**src/rtl/jx2_mem_arb.sv**
```systemverilog
// Two-requester memory arbiter for the data (A) and instruction (B) caches.
// Round-robin on ties, grant held until the memory side retires, watchdog on stalled grants.
module jx2_mem_arb #(
    parameter int TMO_LIMIT = 255
) (
    input  logic         clock,
    input  logic         reset,
    input  logic [47:0]  reqAAddr,
    input  logic [47:0]  reqBAddr,
    input  logic [4:0]   reqAOpm,
    input  logic [4:0]   reqBOpm,
    input  logic [127:0] reqADataO,
    input  logic [127:0] reqBDataO,
    output logic [127:0] reqADataI,
    output logic [127:0] reqBDataI,
    output logic [1:0]   reqAOK,
    output logic [1:0]   reqBOK,
    output logic [47:0]  memAddr,
    output logic [4:0]   memOpm,
    output logic [127:0] memDataO,
    input  logic [127:0] memDataI,
    input  logic [1:0]   memOK
);
    // state    | meaning
    // IDLE     | no grant; memOpm held at 0, picks next requester
    // GRANT_A  | data cache owns the memory port
    // GRANT_B  | instruction cache owns the memory port
    // RELEASE  | memOpm at 0, waiting for memory to report READY
    typedef enum logic [1:0] {
        IDLE    = 2'd0,
        GRANT_A = 2'd1,
        GRANT_B = 2'd2,
        RELEASE = 2'd3
    } state_t;

    localparam logic [1:0] ST_READY = 2'b00;
    localparam logic [1:0] ST_OK    = 2'b01;
    localparam logic [1:0] ST_HOLD  = 2'b10;
    localparam logic [1:0] ST_FAULT = 2'b11;
    localparam logic [7:0] TMO_LAST = 8'(TMO_LIMIT - 1);

    state_t     state;
    state_t     nextState;
    logic       lastWin;    // 1 = B won the most recent grant
    logic [7:0] tmo;
    logic       seenOk;

    logic       reqAAct;
    logic       reqBAct;
    logic       inGrant;
    logic [4:0] grantOpm;
    logic       memIsOk;
    logic       tmoHit;
    logic       grantEnd;
    logic [1:0] grantStatus;

    assign reqAAct  = |reqAOpm;
    assign reqBAct  = |reqBOpm;
    assign inGrant  = (state == GRANT_A) || (state == GRANT_B);
    assign grantOpm = (state == GRANT_B) ? reqBOpm : reqAOpm;
    assign memIsOk  = (memOK == ST_OK);
    // The cycle that would bring tmo to TMO_LIMIT is the one that faults.
    assign tmoHit   = inGrant && !memIsOk && (tmo == TMO_LAST);
    assign grantEnd = (memOK == ST_FAULT) || tmoHit || ((grantOpm == 5'd0) && seenOk);
    assign grantStatus = tmoHit ? ST_FAULT :
                         (memOK == ST_READY) ? ST_HOLD : memOK;

    always_ff @(posedge clock or negedge reset) begin
        if (!reset) begin
            state <= IDLE;
        end else begin
            state <= nextState;
        end
    end

    always_comb begin
        nextState = state;
        case (state)
            IDLE: begin
                if (reqAAct && (!reqBAct || lastWin)) begin
                    nextState = GRANT_A;
                end else if (reqBAct) begin
                    nextState = GRANT_B;
                end
            end
            GRANT_A, GRANT_B: begin
                if (grantEnd) begin
                    nextState = RELEASE;
                end
            end
            RELEASE: begin
                if (memOK == ST_READY) begin
                    nextState = IDLE;
                end
            end
            default: nextState = IDLE;
        endcase
    end

    always_ff @(posedge clock or negedge reset) begin
        if (!reset) begin
            memAddr  <= 48'd0;
            memOpm   <= 5'd0;
            memDataO <= 128'd0;
            lastWin  <= 1'b1;
            tmo      <= 8'd0;
            seenOk   <= 1'b0;
        end else begin
            if (nextState == GRANT_A) begin
                memAddr  <= reqAAddr;
                memOpm   <= reqAOpm;
                memDataO <= reqADataO;
            end else if (nextState == GRANT_B) begin
                memAddr  <= reqBAddr;
                memOpm   <= reqBOpm;
                memDataO <= reqBDataO;
            end else begin
                memOpm <= 5'd0;
            end

            if (state == IDLE) begin
                tmo    <= 8'd0;
                seenOk <= 1'b0;
                if (nextState == GRANT_A) begin
                    lastWin <= 1'b0;
                end else if (nextState == GRANT_B) begin
                    lastWin <= 1'b1;
                end
            end else if (inGrant) begin
                tmo <= memIsOk ? 8'd0 : tmo + 8'd1;
                if (memIsOk) begin
                    seenOk <= 1'b1;
                end
            end
        end
    end

    always_comb begin
        reqAOK    = reqAAct ? ST_HOLD : ST_READY;
        reqBOK    = reqBAct ? ST_HOLD : ST_READY;
        reqADataI = 128'd0;
        reqBDataI = 128'd0;
        if (state == GRANT_A) begin
            reqAOK    = grantStatus;
            reqADataI = memDataI;
        end else if (state == GRANT_B) begin
            reqBOK    = grantStatus;
            reqBDataI = memDataI;
        end
        // Reset overrides the live memory status so nothing leaks through asynchronously.
        if (!reset) begin
            reqAOK    = ST_READY;
            reqBOK    = ST_READY;
            reqADataI = 128'd0;
            reqBDataI = 128'd0;
        end
    end

endmodule

```
**config.mk**
```make
export PLATFORM = sky130hd
export DESIGN_NAME = jx2_mem_arb
export DESIGN_NICKNAME = d
export VERILOG_FILES = /design/src/rtl/jx2_mem_arb.sv
export SDC_FILE = /design/constraint.sdc
export NUM_CORES = 1
export LEC_CHECK = 0
export BUFFER_PORTS_ARGS = -buffer_cell sky130_fd_sc_hd__buf_2
export CAP_MARGIN = 20
export CORE_AREA = 5 5 360 362
export DETAILED_ROUTE_END_ITERATION = 8
export DIE_AREA = 0 0 365 367
export GPL_TIMING_DRIVEN = 1
export PLACE_DENSITY_LB_ADDON = 0.25
export SYNTH_ARGS = -nofsm -noshare
export SYNTH_HDL_FRONTEND = slang
export SYNTH_SLANG_ARGS = --single-unit
export TNS_END_PERCENT = 100
```
**constraint.sdc**
```tcl
create_clock -name clock -period 8.6 [get_ports clock]
set_clock_uncertainty 0.2 [all_clocks]
set_input_delay 0 -clock clock [delete_from_list [all_inputs] [get_ports clock]]
set_output_delay 0 -clock clock [all_outputs]
set_load 0.01 [all_outputs]
```
; ---- Word-level counts from Yosys, hierarchy flattened
; Cells that the tools add are included.
[op_classes]
n_addsub = 1
n_eq_ne = 8
muxes = 34
n_reduce_logical = 21
[op_table]
columns = operator, count
row1 = 2-to-1 mux 128 bit, 7
row2 = 2-to-1 mux 48 bit, 2
row3 = 2-to-1 mux 2 bit, 13
row4 = 2-to-1 mux 8 bit, 3
row5 = 2-to-1 mux 5 bit, 3
row6 = OR reduction 5 bit, 2
row7 = "adder 8 x 1 -> 8 bit, second input constant", 1
row8 = "== test 2 bit, second input constant", 4
row9 = "== test 8 bit, second input constant", 1
row10 = "== test 2 x 1 -> 1 bit, second input constant", 3
row11 = one-hot mux 2 bit (3 select lines), 1
row12 = nonzero test 2 bit, 3
row13 = zero test 5 bit, 1
row14 = 2-to-1 mux 1 bit, 5
row15 = logical AND 1 bit, 4
row16 = zero test 2 bit, 2
row17 = logical OR 1 bit, 4
row18 = AND reduction 2 bit, 2
row19 = zero test 1 bit, 2
row20 = OR reduction 2 bit, 1
[totals]
reg_bits = 193
in_bits = 494
out_inout_bits = 441
word_cells = 71

; ---- Depth between registers and ports, before layout
[depth]
ltp_word = 11
depth_mapped = 12
ltp_nobuf = 10

; ---- Least setup slack after synthesis
; No wires, ideal clock.
[synth_timing]
path_type = register -> register
from = reg state[0]
to = reg memDataO[113]
setup_time_ps = 135
t_arrival_ps = 2635
required_ps = 8265
slack_ps = 5630
path_stages_with_launch = 11
path_buffers = 3
period_less_slack_ps = 2970
path_cell_list = dfrtp_1 > inv_1 > ha_1 > a31o_2 > or3_1 > o21ai_0 > ha_1 > clkbuf_1 > clkbuf_1 > clkbuf_1 > o21ai_0
[synth_via]
elab_chain_cells = 10
word_cells_on_any_way = 22
cone_classes = 5 x eq/ne / 7 x mux / 10 x reduce/logical
[synth_lines]
columns = element, line
row1 = "start, declared", 42  ; state_t state;
row2 = "start signal, assigned", 72  ; state <= nextState;
row3 = branches (longest 7 deep; another with 2-to-1 mux 5 bit), n/a
row4 = one-hot mux 2 bit (3 select lines) *, 78  ; case (state)
row5 = == test 2 x 1 -> 1 bit / == test 2 bit (equally long branches), "109, 113"
row6 = 2-to-1 mux 128 bit / nonzero test 2 bit (equally long branches), n/a
row7 = "end signal, assigned", 112  ; memDataO <= reqADataO;
row8 = "end signal, assigned", 116  ; memDataO <= reqBDataO;
row9 = "end, declared", 20  ; output logic [127:0] memDataO,
; Every way passes the cells marked *.
; A chain may end at the register's enable or synchronous reset.

; ---- Worst setup path after layout
[layout_timing]
from = reg state[0]
to = reg memDataO[107]
[layout_via]
elab_chain_cells = 10
word_cells_on_any_way = 22
cone_classes = 5 x eq/ne / 7 x mux / 10 x reduce/logical
[layout_lines]
columns = element, line
row1 = branches (longest 7 deep; another with 2-to-1 mux 5 bit), n/a
row2 = one-hot mux 2 bit (3 select lines) *, 78
row3 = named net nextState[0], 43  ; state_t nextState;
row4 = == test 2 x 1 -> 1 bit / == test 2 bit (equally long branches), "109, 113"
row5 = 2-to-1 mux 128 bit / nonzero test 2 bit (equally long branches), n/a
; Mark *: on every way through the listed nets, which the timed path passes.

==> run_results.csv <==
group,metric,value,unit
outcome,status,"finished clean",
placement,routabilityCongestion,0.802,
cts,h-tree-depth,4,
timing,hold_viol_final,0,
critical_path,crit_family,"buffers and inverters",
critical_path,rrSetupSlack,3.15,ns
synthesis,synth-warning-count,0,
floorplan,ioPinCount,935,
cells_and_area,drive_above_1_share,40.7,%
detailed_routing,antenna_left,0,
cells_and_area,final_util,17.2,%
detailed_routing,viasPerCell,3.43,
global_routing,track_usage,11.8,%
critical_path,r2r-start,"state[0]",
pwr,vdd_ir_drop_max,0.000587,V
cts,cts.sinks,193,
synthesis,synth_area,10800,µm²
cts,cts_buffers,17,
pwr,sequentialPowerShare,20.6,%
global_routing,grt_max_degree,219,
pwr,switchingPower,4.13,mW
timing,timing.final.crit_period,5.45,ns
hold_path,holdPathStages,4,
synthesis,synth-edff-count,0,
synthesis,yosys-top-cells-area,"dfrtp_1 (44%), mux2i_1 (16%), and3_1 (15%)",
pwr,leakage,11.4,nW
cts,cts_tree,"built",
pwr,power_density,388,nW/µm²
floorplan,die_area,134000,µm²
pwr,combPwrFrac,68.8,%
detailed_routing,drtPass1Iterations,4,
cells_and_area,fillers,14400,
critical_path,path_cells,"inv_1 > ha_1 > a31o_2 > dlygate4sd3_1 > or3_1 > dlygate4sd3_1 > o21a_1 > ha_4 > buf_4 > mux2i_1 > dlygate4sd3_1 > o21ai_0",
timing,fmax,183,MHz
critical_path,worstRegToRegCells,12,
placement,port_buffers,934,
critical_path,cpMaxStageDelayCell,"buf_4",
pwr,pwr-share-clk,10.7,%
timing,finalSetupTns,0,ns
global_routing,first_global_vias,14200,
timing,worst_pin_slew,1.12,ns
global_routing,antenna_found_initial,43,
detailed_routing,num_vias,14100,
floorplan,initial_utilization,8.55,%
placement,detailedPlacementHpwl,67400,µm
critical_path,r2r_end,"memDataO[107]",
timing,rsz0062_at_grt,"false",
timing,slew_headroom,25.6,%
cts,ctsLongestPathBuffers,2,
floorplan,die_x,365,µm
floorplan,rows,131,
cts,cts_setup_buffers,0,
pwr,internal_power,4.30,mW
synthesis,yosysMostFrequentCell,"and3_1",
pwr,p_sw_share,49.0,%
critical_path,path_buf_inv,5,
cts,ctsHoldBuffers,372,
synthesis,netlist_instances,1193,
timing,period_share,63.4,%
critical_path,worstPathArrival,5.63,ns
cts,clk_pin_slew,0.10,ns
cells_and_area,nNetsFinal,2917,
floorplan,coreArea,126000,µm²
synthesis,async_flop_share,100,%
synthesis,ys_seq_area_share,44.7,%
critical_path,critPathMaxStageDelay,0.89,ns
cts,root_buffer,"clkbuf_16",
detailed_routing,route.detailed.drc,0,
synthesis,synth_area_leader_cell,"dfrtp_1",
cts,cts_resized,0,
floorplan,die_h,367,µm
synthesis,synth_ff_type,"dfrtp_1",
critical_path,critPathLaunchType,"flip-flop",
timing,whs,0.111,ns
synthesis,syn_avg_cell_area,9.06,µm²
hold_path,min_delay_worst_endpoint,"memDataO[88]",
synthesis,ys_ff_latch,193,
flow_run,cap_violations,0,
cells_and_area,areaGrowthSynthToFinish,101,%
synthesis,yosysUniqueCellTypes,35,
detailed_routing,finalWirelength,83100,µm
hold_path,holdCritStartpoint,"reqADataO[88]",
critical_path,cpMostUsedCell,"dlygate4sd3_1",
critical_path,crit_required,8.77,ns
global_routing,grt_pass1_wl,111000,µm
synthesis,ys_top_cells_by_count,"and3_1 (256), dfrtp_1 (192), nand2_1 (192)",
detailed_routing,drtIter0Drc,605,
synthesis,synth_top_area_share,44.5,%
critical_path,critPathMaxFanout,61,
detailed_routing,wl_per_cell,20.2,µm
hold_path,min-delay-path-class,"in -> reg",
cts,clk_latency,0.51,ns
global_routing,gr-total-overflow,0,
critical_path,end_kind,"flip-flop",
synthesis,syn_nets,1696,
critical_path,crit_type,"reg -> reg",
timing,setup_viol,0,
timing,slew_viol_final,0,
-- power by group through the flow --
stage | Combinational, mW | Clock (mW) | Sequential, mW
after CTS | 5.91 | 0.962 | 1.74
after global routing | 6.48 | 0.976 | 1.79
after detailed placement | 5.17 | 0 | 1.74
after floorplan | 3.03 | 0 | 1.91
final | 5.80 | 0.899 | 1.73
after global placement | 5.13 | 0 | 1.75
-- through the flow --
| step | power [mW] | area [µm²] | std cells | setup slack (ns) |
|---|---|---|---|---|
| after floorplan | 4.94 | 10800 | 1193 | 5.63 |
| after global placement | 6.88 | 17300 | 3684 | 4.48 |
| after detailed placement | 6.92 | 17300 | 3684 | 4.50 |
| after CTS | 8.61 | 21600 | 4088 | 3.21 |
| after global routing | 9.25 | 21700 | 4096 | 2.90 |
| final | 8.43 | 21700 | 4109 | 3.15 |
-- registers in the layout, summed over array words and instances (netlist names) --
name	cells
memDataO	128
seenOk	1
memAddr	48
state	2
tmo	8
memOpm	5
lastWin	1
-- tightest hold or removal path, cell delays in order --
cell and delay [ns]:
buf_2 0.07, mux2i_1 0.05, dlygate4sd3_1 0.54, o21ai_0 0.13
-- routing by layer --
layer / routed length (µm) / share of wire, % / track usage, % / vias up
li1: - / - / - / 6636
met1: 33300 / 40 / 13.5 / 6770
met2: 42000 / 51 / 21.1 / 578
met3: 6790 / 8.2 / 4.07 / 87
met4: 926 / 1.1 / 2.63 / 16
met5: 106 / 0.13 / 0 / -
-- placed cells by master (no fill, tap or decap), types with 3 or more instances in the layout --
cell / Yosys / layout
o21ai_0: 187 / 187
diode_2: 0 / 20
clkbuf_16: 0 / 17
and3_1: 256 / 256
clkinv_8: 0 / 5
ha_1: 9 / 6
nor2b_1: 4 / 3
inv_8: 0 / 4
dlygate4sd3_1: 0 / 371
buf_4: 0 / 10
ha_4: 0 / 3
xnor2_1: 3 / 3
nand4_1: 3 / 3
mux2i_1: 177 / 177
nand2_1: 192 / 192
nor3_1: 5 / 5
buf_2: 14 / 933
inv_1: 5 / 5
nor2_1: 17 / 17
inv_12: 0 / 4
dfrtp_1: 192 / 192
xor2_1: 4 / 4
-- how the worst max path moves through the flow --
| stage | startpoint | cells after the start | slack (ns) | end |
|---|---|---|---|---|
| CTS | state[0] | 12 | 3.21 | memDataO[60] |
| finish | state[0] | 12 | 3.15 | memDataO[107] |
| global route | state[0] | 12 | 2.90 | memDataO[60] |
| global placement | state[0] | 10 | 4.48 | memDataO[56] |
| detailed placement | state[0] | 10 | 4.50 | memDataO[21] |
| floorplan | state[0] | 10 | 5.63 | memDataO[113] |
-- logic make-up (layout without fill, tap and decap cells) --
family                   Yosys count  after routing  share of synthesized area, %
AND/OR/NAND/NOR                  488            488                          23.5
multiplexers                     177            177                          16.4
adder cells (fa/ha/maj)            9              9                          1.04
flip-flops                       193            193                          44.7
XOR/XNOR                           7              7                         0.567
AO/OA/AOI/OAI                    197            197                          9.39
other                              0             20                             0
buffers and inverters            122           1356                          4.40
-- layout make-up --
class / instances / area (µm²) / share of cell area [%]
Inverter: 5 / 18.8 / 0.0864
Clock buffer: 17 / 425 / 1.96
Sequential cell: 193 / 4830 / 22.2
Antenna cell: 20 / 50.0 / 0.230
Multi-Input combinational cell: 878 / 5540 / 25.5
Timing Repair Buffer: 1319 / 8570 / 39.4
Clock inverter: 15 / 209 / 0.962
Tap cell: 1662 / 2080 / 9.57
Note: power is estimated with default switching activity, not from simulation.
